--- src/rtl/sdf_stage_ctrl.sv ---
// Sequencer for one radix-2 SDF FFT stage: frame position tracking, butterfly
// mode, delay-line shift enable, twiddle addressing and end-of-frame drain.
module sdf_stage_ctrl #(
    parameter int N     = 32,
    parameter int DELAY = 4,
    localparam int CNT_W   = $clog2(N),
    localparam int TW_W    = (CNT_W > 1) ? CNT_W - 1 : 1,
    localparam int TW_STEP = N / (2 * DELAY)
) (
    input  logic            clk,
    input  logic            rst,
    input  logic            in_valid,
    output logic            in_ready,
    output logic            sr_en,
    output logic            bf_mode,
    output logic            tw_en,
    output logic [TW_W-1:0] tw_addr,
    output logic            out_valid,
    output logic            out_last,
    output logic            busy
);

    localparam int DC_W = (DELAY > 1) ? $clog2(DELAY) : 1;
    localparam int HB   = $clog2(DELAY);
    localparam int SH   = $clog2(TW_STEP);

    typedef enum logic [1:0] {IDLE, RUN, DRAIN} state_t;

    state_t            state_q, state_d;
    logic [CNT_W-1:0]  fcnt_q, fcnt_d;
    logic [DC_W-1:0]   dcnt_q, dcnt_d;
    logic              have_prev_q, have_prev_d;

    logic              accept;
    logic              half;
    logic              pos_last;
    logic              frame_end;
    logic              dcnt_last;
    logic              prev;
    logic [DC_W-1:0]   tw_idx;

    // Only the first drain cycle may take the next frame's sample 0.
    assign in_ready  = (state_q != DRAIN) | (dcnt_q == '0);
    assign accept    = in_valid & in_ready;
    assign half      = fcnt_q[HB];
    assign pos_last  = &fcnt_q[HB:0];
    assign frame_end = (fcnt_q == CNT_W'(N - 1));
    assign dcnt_last = (dcnt_q == DC_W'(DELAY - 1));
    assign busy      = (state_q != IDLE);

    always_ff @(posedge clk or negedge rst) begin
        if (!rst) begin
            state_q     <= IDLE;
            fcnt_q      <= '0;
            dcnt_q      <= '0;
            have_prev_q <= 1'b0;
        end else begin
            state_q     <= state_d;
            fcnt_q      <= fcnt_d;
            dcnt_q      <= dcnt_d;
            have_prev_q <= have_prev_d;
        end
    end

    always_comb begin
        state_d     = state_q;
        fcnt_d      = fcnt_q;
        dcnt_d      = dcnt_q;
        have_prev_d = have_prev_q;
        case (state_q)
            IDLE: begin
                if (accept) begin
                    state_d     = RUN;
                    fcnt_d      = CNT_W'(1);
                    have_prev_d = 1'b0;
                end
            end
            RUN: begin
                if (accept) begin
                    if (pos_last) have_prev_d = 1'b1;
                    if (frame_end) begin
                        fcnt_d  = '0;
                        dcnt_d  = '0;
                        state_d = DRAIN;
                    end else begin
                        fcnt_d = fcnt_q + CNT_W'(1);
                    end
                end
            end
            DRAIN: begin
                if (accept) begin
                    // Back-to-back frame: remaining drain differences are
                    // emitted by the new frame's first half.
                    state_d     = RUN;
                    fcnt_d      = CNT_W'(1);
                    dcnt_d      = '0;
                    have_prev_d = 1'b1;
                end else if (dcnt_last) begin
                    state_d     = IDLE;
                    dcnt_d      = '0;
                    have_prev_d = 1'b0;
                end else begin
                    dcnt_d = dcnt_q + DC_W'(1);
                end
            end
            default: begin
                state_d     = IDLE;
                fcnt_d      = '0;
                dcnt_d      = '0;
                have_prev_d = 1'b0;
            end
        endcase
    end

    always_comb begin
        sr_en     = 1'b0;
        bf_mode   = 1'b0;
        tw_en     = 1'b0;
        out_valid = 1'b0;
        out_last  = 1'b0;
        prev      = 1'b0;
        tw_idx    = '0;
        case (state_q)
            IDLE, RUN: begin
                prev      = (state_q == RUN) & have_prev_q;
                sr_en     = accept;
                bf_mode   = half;
                out_valid = accept & (half | prev);
                tw_en     = out_valid & ~half;
                tw_idx    = fcnt_q[DC_W-1:0];
                out_last  = accept & prev & (fcnt_q == CNT_W'(DELAY - 1));
            end
            DRAIN: begin
                sr_en     = 1'b1;
                out_valid = 1'b1;
                tw_en     = 1'b1;
                tw_idx    = dcnt_q;
                out_last  = dcnt_last;
            end
            default: ;
        endcase
        tw_addr = tw_en ? (TW_W'(tw_idx) << SH) : '0;
    end

endmodule

--- config.mk ---
export PLATFORM = sky130hd
export DESIGN_NAME = sdf_stage_ctrl
export DESIGN_NICKNAME = d
export VERILOG_FILES = /design/src/rtl/sdf_stage_ctrl.sv
export SDC_FILE = /design/constraint.sdc
export NUM_CORES = 1
export LEC_CHECK = 0
export ABC_AREA = 1
export BUFFER_PORTS_ARGS = -buffer_cell sky130_fd_sc_hd__buf_2
export CORE_UTILIZATION = 40
export DETAILED_ROUTE_END_ITERATION = 8
export SETUP_SLACK_MARGIN = 0.15
export SLEW_MARGIN = 15
export SYNTH_ARGS = -nofsm -noshare
export SYNTH_HDL_FRONTEND = slang
export SYNTH_SLANG_ARGS = --single-unit
export TNS_END_PERCENT = 100
--- constraint.sdc ---
create_clock -name clk -period 1.4 [get_ports clk]
set_input_delay 0.07 -clock clk [delete_from_list [all_inputs] [get_ports clk]]
set_output_delay 0.07 -clock clk [all_outputs]
set_load 0.01 [all_outputs]
==> flow_summary_export.csv, run 1 <==
group,metric,value,unit
power_and_ir_drop,p_seq_share,16.5,%
floorplan,design.core.area,1962,sq um
power_and_ir_drop,power.density,2018,nW/um^2
routing,ant_nets,0,
routing,post-route-drc-count,0,
finish,syn_to_final_growth,65.22,%
routing,finalWirelength,2679,um
timing,finalMaxSlewViolations,0,
power_and_ir_drop,intPower,1.478,mW
clock_tree,cts_made_buffers,3,
worst_setup_path,cp_slowest_stage_delay,420,ps
timing,worst_slack,-275.1,ps
clock_tree,cts_sinks,10,
finish,multi_input_area,688.2,sq um
yosys,yosys.area.top_type,"dfrtp_1",
clock_tree,clkTransAtPathRegs,80,ps
power_and_ir_drop,sw_frac_of_total,46.88,%
finish,fin_area,1379,sq um
floorplan,start_util,42.54,%
worst_setup_path,crit_path_frequent_cell,"a21oi_2",
yosys,ys_types,21,
floorplan,fp.dieH,47.68,um
worst_setup_path,cp-end-kind,"output port",
worst_setup_path,slowest_stage,"dfrtp_2",
yosys,synth.avg_cell_area,7.321,sq um
finish,nFillCells,157,
worst_setup_path,critPathKind,"reg2out",
timing,timing.final.crit_period,1675,ps
yosys,ys_ff_latch,10,
timing,period_share,119.6,%
finish,drive_gt1_share,55.84,%
outcome,status,"complete, but fails checks",
power_and_ir_drop,p_leak,0.6968,nW
worst_setup_path,path_max_fanout,7,
timing,fin_skew,4.599,ps
placement,dpl.hpwl,1719,um
yosys,synthCells,114,
routing,dr.pass1.iters,4,
floorplan,row_count,16,
power_and_ir_drop,switching_power,1.304,mW
placement,placed_cell_area,1065,sq um
yosys,yosysWarnings,0,
finish,final-instance-count-excl-fill,181,
placement,place_ws,-46.47,ps
power_and_ir_drop,max-vdd-ir-drop,1.252,mV
floorplan,io_pins,14,
grt,antenna_found_initial,0,
worst_setup_path,start_kind,"register",
worst_hold_path,hold_class,"in2async",
finish,n_antenna_cell,0,
finish,final_common_cell,"nand2_1",
clock_tree,clock_path_buffers,2,
grt,grt_usage,22.73,%
worst_setup_path,reg2reg_depth,8,
finish,final_cell_mix,"20 x nand2_1, 18 x buf_4, 9 x nand3_1, 9 x buf_2",
routing,viasPerCell,5.127,
finish,final-seq-area,252.7,sq um
routing,drtIter0Drc,21,
yosys,ys_top_cells_by_area,"dfrtp_1 30%, ha_1 15%, nand2_1 12%",
grt,grt_start_max_net_pins,11,
placement,io_buffers,11,
timing,max_freq,597.0,MHz
power_and_ir_drop,comb_power_share,73.3,%
worst_setup_path,required,1330,ps
worst_setup_path,crit_arrival,1610,ps
routing,via_count,928,
grt,grt_pass1_vias,791,
power_and_ir_drop,design_power_total,2.782,mW
clock_tree,cts_root_buf,"clkbuf_4",
floorplan,die_w,47.68,um
timing,hold_violations,0,
placement,gp_congestion,0.8034,
timing,rsz0062_at_grt,"yes",
grt,grt_overflow,0,
clock_tree,insertion_delay,280,ps
worst_setup_path,crit_chain,"buf_6 -> ha_4 -> a21oi_2 -> nand4_1 -> a21oi_2 -> buf_2",
finish,layout.nets,168,
clock_tree,cts_tree,"built",
clock_tree,htreeDepth,1,
routing,wl_per_cell,14.80,um
flow_run,drv_cap,0,
timing,finalSetupViolCount,14,
floorplan,dieArea,2273,sq um
yosys,syn-cell-area,834.6,sq um
grt,grt_pass1_wl,3484,um
power_and_ir_drop,clkPwrFrac,10.3,%
yosys,synth.top_cell.area_share,29.99,%
yosys,seq_area_frac_synth,29.99,%
placement,dpl.cell_count,162,
outcome,violations,"negative setup slack",
[stage by stage]
step / util (%) / hold WS, ps / TNS [ps]
after floorplan: - / -225.6 / 0
after global placement: 54.27 / -49.10 / -56.96
after detailed placement: 54.27 / -44.91 / -74.95
after CTS: 65.50 / 189.3 / -1651
after global routing: 70.28 / 209.1 / -2663
final: 70.28 / 179.9 / -1744
[metal layers]
layer	up-vias	share of wire (%)	GRT usage, %
li1	457	-	-
met1	439	45	30.52
met2	25	50	36.99
met3	7	2.9	3.019
met4	0	2.0	8.889
met5	-	0	0
[critical path: cells and delay by family, from the launching register on]
kind                     cells  cell delay (ps)
buffers and inverters        2              270
AND/OR/NAND/NOR              1              140
AO/OA/AOI/OAI                2              300
flip-flops                   1              420
adder cells (fa/ha/maj)      1              190
[cell usage after synthesis]
library cell / n
inv_2: 3
o22ai_1: 1
nor2_4: 1
ha_1: 10
inv_1: 13
nor2_1: 8
a21oi_1: 8
nand2_1: 26
nand2_2: 1
a21boi_0: 1
nand4_1: 4
nand3_1: 11
nand3_2: 2
conb_1: 1
nand2_4: 2
buf_4: 2
o21ai_2: 2
and3_1: 1
dfrtp_1: 10
o21ai_1: 1
o21ai_0: 6
[layout make-up]
cell class / count / share of cell area (%)
flip-flops and latches: 10 / 18.33
well taps: 27 / 2.450
repair buffers: 37 / 21.78
multi-input cells: 87 / 49.91
inverters: 16 / 4.900
clock buffers: 4 / 2.632
[what timing repair did]
| item | 4_1_cts | 5_1_grt |
|---|---|---|
| cloned | 0 | 0 |
| hold endpoints to repair | 10 | 0 |
| hold buffers | 1 | 0 |
| buffers inserted | 10 | 4 |
| resized for setup | 25 | 20 |
| pin swaps | 11 | 11 |
| setup endpoints to repair | 18 | 19 |
[path summary, 6_finish.rpt]
check                            startpoint           to  slack [ps]
worst max-delay path             state_q[1]     out_last        -280
worst min-delay path                    rst  have_prev_q         180
worst max register to register   state_q[1]    fcnt_q[2]        -150
worst min register to register  have_prev_q  have_prev_q         560
max in group asynchronous               rst   state_q[0]         990
min in group clk                   in_valid    fcnt_q[1]         280
[registers in the layout, summed over array words and instances, names as in the netlist]
register	cells
fcnt_q	5
state_q	2
dcnt_q	2
have_prev_q	1
[power by group through the flow]
stage	logic, mW	registers (mW)	clock network, mW
floorplan	0.875	0.469	0
CTS	1.77	0.448	0.284
finish	2.04	0.458	0.285
global placement	1.31	0.452	0
global route	2.19	0.468	0.292
detailed placement	1.32	0.457	0
[kinds of logic after synthesis]
group	synth area share, %
AO/OA/AOI/OAI	12.74
AND/OR/NAND/NOR	32.83
flip-flops	29.99
buffers and inverters	8.995
adder cells (fa/ha/maj)	14.99
other	0.4493
Note: power is estimated with default switching activity, not from simulation.
==> inputs of run 2 (changes only) <==
GPL_TIMING_DRIVEN = 0   (was not set)
REMOVE_ABC_BUFFERS = 1   (was not set)
==> run 2 against run 1 <==
Against the previous run: the flow still finishes with violations (negative setup slack); critical endpoint is now tw_addr[2]; critical path type unchanged; sequential share of layout area rose by 0.93 points; via count fell by 1.1%; global-route usage rose by 3.4 points; clock-buffer cell count did not move; fmax rose by 3.1%.
==> flow_summary_export.csv, run 2 (synthesis gave the netlist of run 1 again) <==
group,metric,value,unit
worst_setup_path,cp_slowest_stage_delay,450,ps
timing,fin_skew,1.644,ps
worst_setup_path,required,1330,ps
worst_setup_path,crit_path_frequent_cell,"inv_2",
finish,final_common_cell,"nand2_1",
floorplan,row_count,16,
finish,regMostFlops,"fcnt_q",
worst_setup_path,r2r_start,"fcnt_q[0]",
timing,timing.final.crit_period,1624,ps
flow_run,drv_cap,0,
worst_setup_path,path_buf_inv,3,
timing,finalMaxSlewViolations,0,
clock_tree,htreeDepth,1,
finish,layout.nets,167,
grt,grt_pass1_vias,884,
finish,largest_reg_flops,5,
floorplan,fp.dieH,47.68,um
floorplan,io_pins,14,
placement,gp_congestion,0.8099,
grt,grt_usage,26.13,%
worst_setup_path,crit_chain,"inv_2 -> ha_4 -> inv_2 -> o21ai_0 -> nand2_1 -> a21oi_2 -> buf_2",
clock_tree,cts_root_buf,"clkbuf_4",
finish,syn_to_final_growth,57.27,%
grt,grt_start_max_net_pins,11,
worst_setup_path,slowest_stage,"dfrtp_2",
worst_setup_path,path_max_fanout,6,
outcome,status,"complete, but fails checks",
floorplan,design.core.area,1962,sq um
finish,drive_gt1_share,50.98,%
clock_tree,clkTransAtPathRegs,80,ps
finish,final_cell_mix,"23 x nand2_1, 19 x buf_4, 10 x buf_2",
worst_setup_path,cp_top_family,"flip-flops",
worst_setup_path,start_kind,"register",
worst_setup_path,cp-end-kind,"output port",
grt,antenna_found_initial,0,
clock_tree,cts_made_buffers,3,
routing,via_count,918,
clock_tree,clock_path_buffers,2,
routing,finalWirelength,2685,um
timing,period_share,116.0,%
worst_hold_path,hold_class,"in2async",
timing,setup_tns,-1810,ps
floorplan,start_util,42.54,%
finish,nFillCells,155,
worst_setup_path,crit_arrival,1550,ps
placement,dpl.hpwl,1405,um
floorplan,dieArea,2273,sq um
clock_tree,insertion_delay,270,ps
finish,fin_area,1313,sq um
grt,grt_overflow,0,
timing,hold_violations,0,
grt,grt_pass1_wl,4008,um
routing,drtIter0Drc,15,
routing,viasPerCell,5.100,
routing,dr.pass1.iters,4,
routing,ant_nets,0,
timing,rsz0062_at_grt,"yes",
finish,n_antenna_cell,0,
clock_tree,cts_sinks,10,
outcome,violations,"negative setup slack",
placement,io_buffers,11,
timing,finalSetupViolCount,14,
power_and_ir_drop,p_leak,0.6736,nW
floorplan,die_w,47.68,um
worst_setup_path,cp-startpoint,"state_q[0]",
placement,placed_cell_area,912.1,sq um
routing,post-route-drc-count,0,
worst_setup_path,critPathKind,"reg2out",
clock_tree,cts_tree,"built",
routing,wl_per_cell,14.92,um
power_and_ir_drop,max-vdd-ir-drop,1.009,mV
finish,reg_top3,"fcnt_q x5, dcnt_q x2, state_q x2",
finish,final-seq-area,252.7,sq um
timing,worst_slack,-224.2,ps
power_and_ir_drop,power.density,1990,nW/um^2
finish,multi_input_area,651.9,sq um
timing,max_freq,615.7,MHz
## run 2: changes by cell type in the layout (fill, tap and decap cells not counted), sizes merged
cell / before / now
buf: 36 / 35
## run 2: through the flow
step	power (mW)	setup slack (ps)	utilization, %	hold slack, ps	std cells
2_1_floorplan	1.229	-97.82	-	-225.6	113
3_3_place_gp	1.482	-434.9	46.49	-44.65	151
3_5_place_dp	1.487	-418.5	46.49	-45.25	151
4_1_cts	2.398	-214.8	64.73	198.4	177
5_1_grt	2.806	-309.7	66.90	210.5	180
6_report	2.611	-224.2	66.90	202.3	180
## run 2: where the power goes
part / internal, mW / total, mW / switching (mW)
clock: 0.158 / 0.278 / 0.120
sequential: 0.376 / 0.474 / 0.0985
combinational: 0.835 / 1.86 / 1.02
total: 1.37 / 2.61 / 1.24
## run 2: layout make-up
type | instances | share of cell area [%]
repair buffers | 36 | 20.59
clock buffers | 4 | 2.765
multi-input cells | 87 | 49.67
inverters | 16 | 5.148
well taps | 27 | 2.574
flip-flops and latches | 10 | 19.26
## run 2: routing by layer
layer	vias to the layer above	share of wire (%)	GRT usage, %
met5	-	0	0
met4	0	3.9	15.56
met3	13	3.6	7.547
met2	34	48	42.47
met1	420	45	30.50
li1	451	-	-
## run 2: worst paths after layout
path / to / slack [ps] / cells past startpoint
setup reg to reg: fcnt_q[3] / -160 / 8
setup / recovery: tw_addr[2] / -220 / 7
hold reg to reg: fcnt_q[4] / 530 / 2
min in group clk: dcnt_q[1] / 240 / 4
hold / removal: fcnt_q[1] / 200 / 2
max in group asynchronous: state_q[0] / 960 / 2
## run 2: worst register-to-register path: cells and delay by family, from the launching register on
kind	cells	cell delay [ps]
AOI/OAI and AO/OA	1	120
and+or+nand+nor	4	520
adders and majority gates	2	380
buffers and inverters	1	80
DFF	1	410
## run 2: what timing repair did
item	4_1_cts	5_1_grt
setup endpoints to repair	18	19
buffers inserted	21	3
hold buffers	1	0
hold endpoints to repair	10	0
pin swaps	14	7
resized for setup	46	6
==> inputs of run 3 (changes only) <==
CORE_MARGIN = 5   (was not set)
==> run 3 against run 2 <==
Against the previous run: the flow still finishes with violations (negative setup slack); clock power up 1%; utilization up 6.6 points; register-to-register slack worse by 50 ps; global-route usage down 8.9 points; sequential power up 0.8%; final cell count up 2.2%; sequential cell count unchanged; sequential share of layout area down 1.9 points.
==> flow_summary_export.csv, run 3 (synthesis gave the netlist of run 1 again) <==
group,metric,value,unit
finish,final-seq-area,252.7,sq um
worst_setup_path,r2r_start,"state_q[0]",
finish,final-instance-count-excl-fill,184,
power_and_ir_drop,p_seq_share,15.9,%
placement,io_buffers,11,
timing,period_share,120.7,%
finish,n_antenna_cell,0,
timing,max_freq,591.8,MHz
floorplan,dieArea,3100,sq um
timing,rsz0062_at_grt,"yes",
placement,gp_congestion,0.7489,
finish,regMostFlops,"fcnt_q",
finish,final_common_cell,"nand2_1",
finish,multi_input_area,721.9,sq um
routing,drtIter0Drc,37,
clock_tree,cts_tree,"built",
routing,viasPerCell,5.310,
clock_tree,cts_made_buffers,3,
floorplan,fp.dieH,55.68,um
clock_tree,insertion_delay,280,ps
routing,dr.pass1.iters,4,
worst_setup_path,crit_arrival,1620,ps
outcome,status,"complete, but fails checks",
worst_setup_path,crit_cells,6,
worst_setup_path,slowest_stage,"dfrtp_2",
power_and_ir_drop,sw_frac_of_total,47.39,%
worst_setup_path,cp_top_family,"flip-flops",
worst_setup_path,cp_slowest_stage_delay,450,ps
worst_setup_path,path_max_fanout,5,
timing,timing.final.crit_period,1690,ps
worst_setup_path,critPathKind,"reg2out",
routing,wl_per_cell,16.11,um
floorplan,start_util,42.11,%
grt,grt_pass1_vias,938,
power_and_ir_drop,clkPwrFrac,9.4,%
worst_hold_path,hold_class,"in2async",
clock_tree,cts_sinks,10,
floorplan,io_pins,14,
flow_run,drv_cap,0,
grt,grt_pass1_wl,4278,um
timing,finalSetupViolCount,18,
worst_setup_path,crit_chain,"buf_12 -> ha_4 -> a21oi_4 -> nand4_1 -> a21oi_2 -> buf_2",
worst_setup_path,reg2reg_depth,10,
finish,reg_top3,"fcnt_q x5, dcnt_q x2, state_q x2",
grt,grt_overflow,0,
timing,finalMaxSlewViolations,0,
routing,post-route-drc-count,0,
routing,via_count,977,
floorplan,design.core.area,1982,sq um
worst_setup_path,r2r_slack,-210,ps
finish,drive_gt1_share,56.69,%
floorplan,row_count,16,
worst_setup_path,cp-end-kind,"output port",
worst_setup_path,start_kind,"register",
grt,grt_usage,17.23,%
power_and_ir_drop,comb_power_share,74.6,%
finish,nFillCells,110,
power_and_ir_drop,p_leak,0.7284,nW
finish,syn_to_final_growth,74.66,%
finish,largest_reg_flops,5,
floorplan,die_w,55.68,um
grt,antenna_found_initial,0,
power_and_ir_drop,intPower,1.576,mW
outcome,violations,"negative setup slack",
power_and_ir_drop,max-vdd-ir-drop,1.194,mV
power_and_ir_drop,switching_power,1.419,mW
worst_setup_path,required,1330,ps
routing,finalWirelength,2964,um
clock_tree,htreeDepth,1,
finish,layout.nets,171,
placement,dpl.hpwl,1503,um
finish,final_cell_mix,"19 x nand2_1, 18 x buf_4, 10 x buf_6",
timing,worst_slack,-289.8,ps
grt,grt_start_max_net_pins,11,
timing,hold_violations,0,
clock_tree,cts_root_buf,"clkbuf_4",
clock_tree,clock_path_buffers,2,
worst_setup_path,cp-startpoint,"state_q[1]",
timing,fin_skew,1.449,ps
power_and_ir_drop,power.density,2055,nW/um^2
worst_setup_path,path_buf_inv,2,
placement,dpl.cell_count,151,
clock_tree,clkTransAtPathRegs,80,ps
routing,ant_nets,0,
timing,setup_tns,-2837,ps
==> run 3: cell count changes in the layout (fill, tap and decap cells not counted), moves of 2 or more <==
cell / change
buf_6: +4
nand2_1: -4
o21ai_2: +4
inv_2: -3
o21ai_0: -3
nand2_8: +2
==> run 3: final cells by class <==
type                            count  share of cell area [%]
Multi-Input combinational cell     87                   49.53
Clock buffer                        4                   2.489
Tap cell                           27                   2.318
Timing Repair Buffer               40                   23.18
Sequential cell                    10                   17.34
Inverter                           16                   5.150
==> run 3: timing repair <==
item	in CTS	in global routing
hold endpoints to repair	10	0
setup buffers	19	9
pin swaps	14	13
cloned	0	0
setup endpoints to repair	18	19
hold buffers	1	0
resized for setup	40	36
==> run 3: layer usage <==
metal / GRT usage [%] / part of all wire [%] / vias up
met5: 0 / 0 / -
met4: 10.07 / 2.1 / 0
met3: 3.016 / 5.3 / 9
met2: 26.69 / 50 / 45
met1: 22.18 / 42 / 458
li1: - / - / 465
==> run 3: power by group through the flow <==
stage / Combinational, mW / Clock (mW) / Sequential [mW]
after floorplan: 0.782 / 0 / 0.447
after global placement: 1.00 / 0 / 0.480
after detailed placement: 1.01 / 0 / 0.481
after CTS: 1.68 / 0.282 / 0.466
after global routing: 2.41 / 0.299 / 0.488
final: 2.24 / 0.282 / 0.478
==> run 3: worst paths after layout <==
check	end
worst max-delay path	out_last
worst max register to register	fcnt_q[3]
worst min-delay path	state_q[0]
min in group clk	dcnt_q[0]
max in group asynchronous	state_q[1]
worst min register to register	have_prev_q
==> run 3: stage by stage <==
step | power, mW | worst slack, ps | hold WS, ps | utilization, % | instance area [sq um]
2_1_floorplan | 1.229 | -97.82 | -225.6 | - | 823.3
3_3_place_gp | 1.484 | -429.9 | -50.62 | 46.02 | 912.1
3_5_place_dp | 1.495 | -433.2 | -41.12 | 46.02 | 912.1
4_1_cts | 2.423 | -235.9 | 194.7 | 63.70 | 1262
5_1_grt | 3.196 | -389.4 | 227.9 | 73.55 | 1458
6_report | 2.995 | -289.8 | 184.2 | 73.55 | 1458
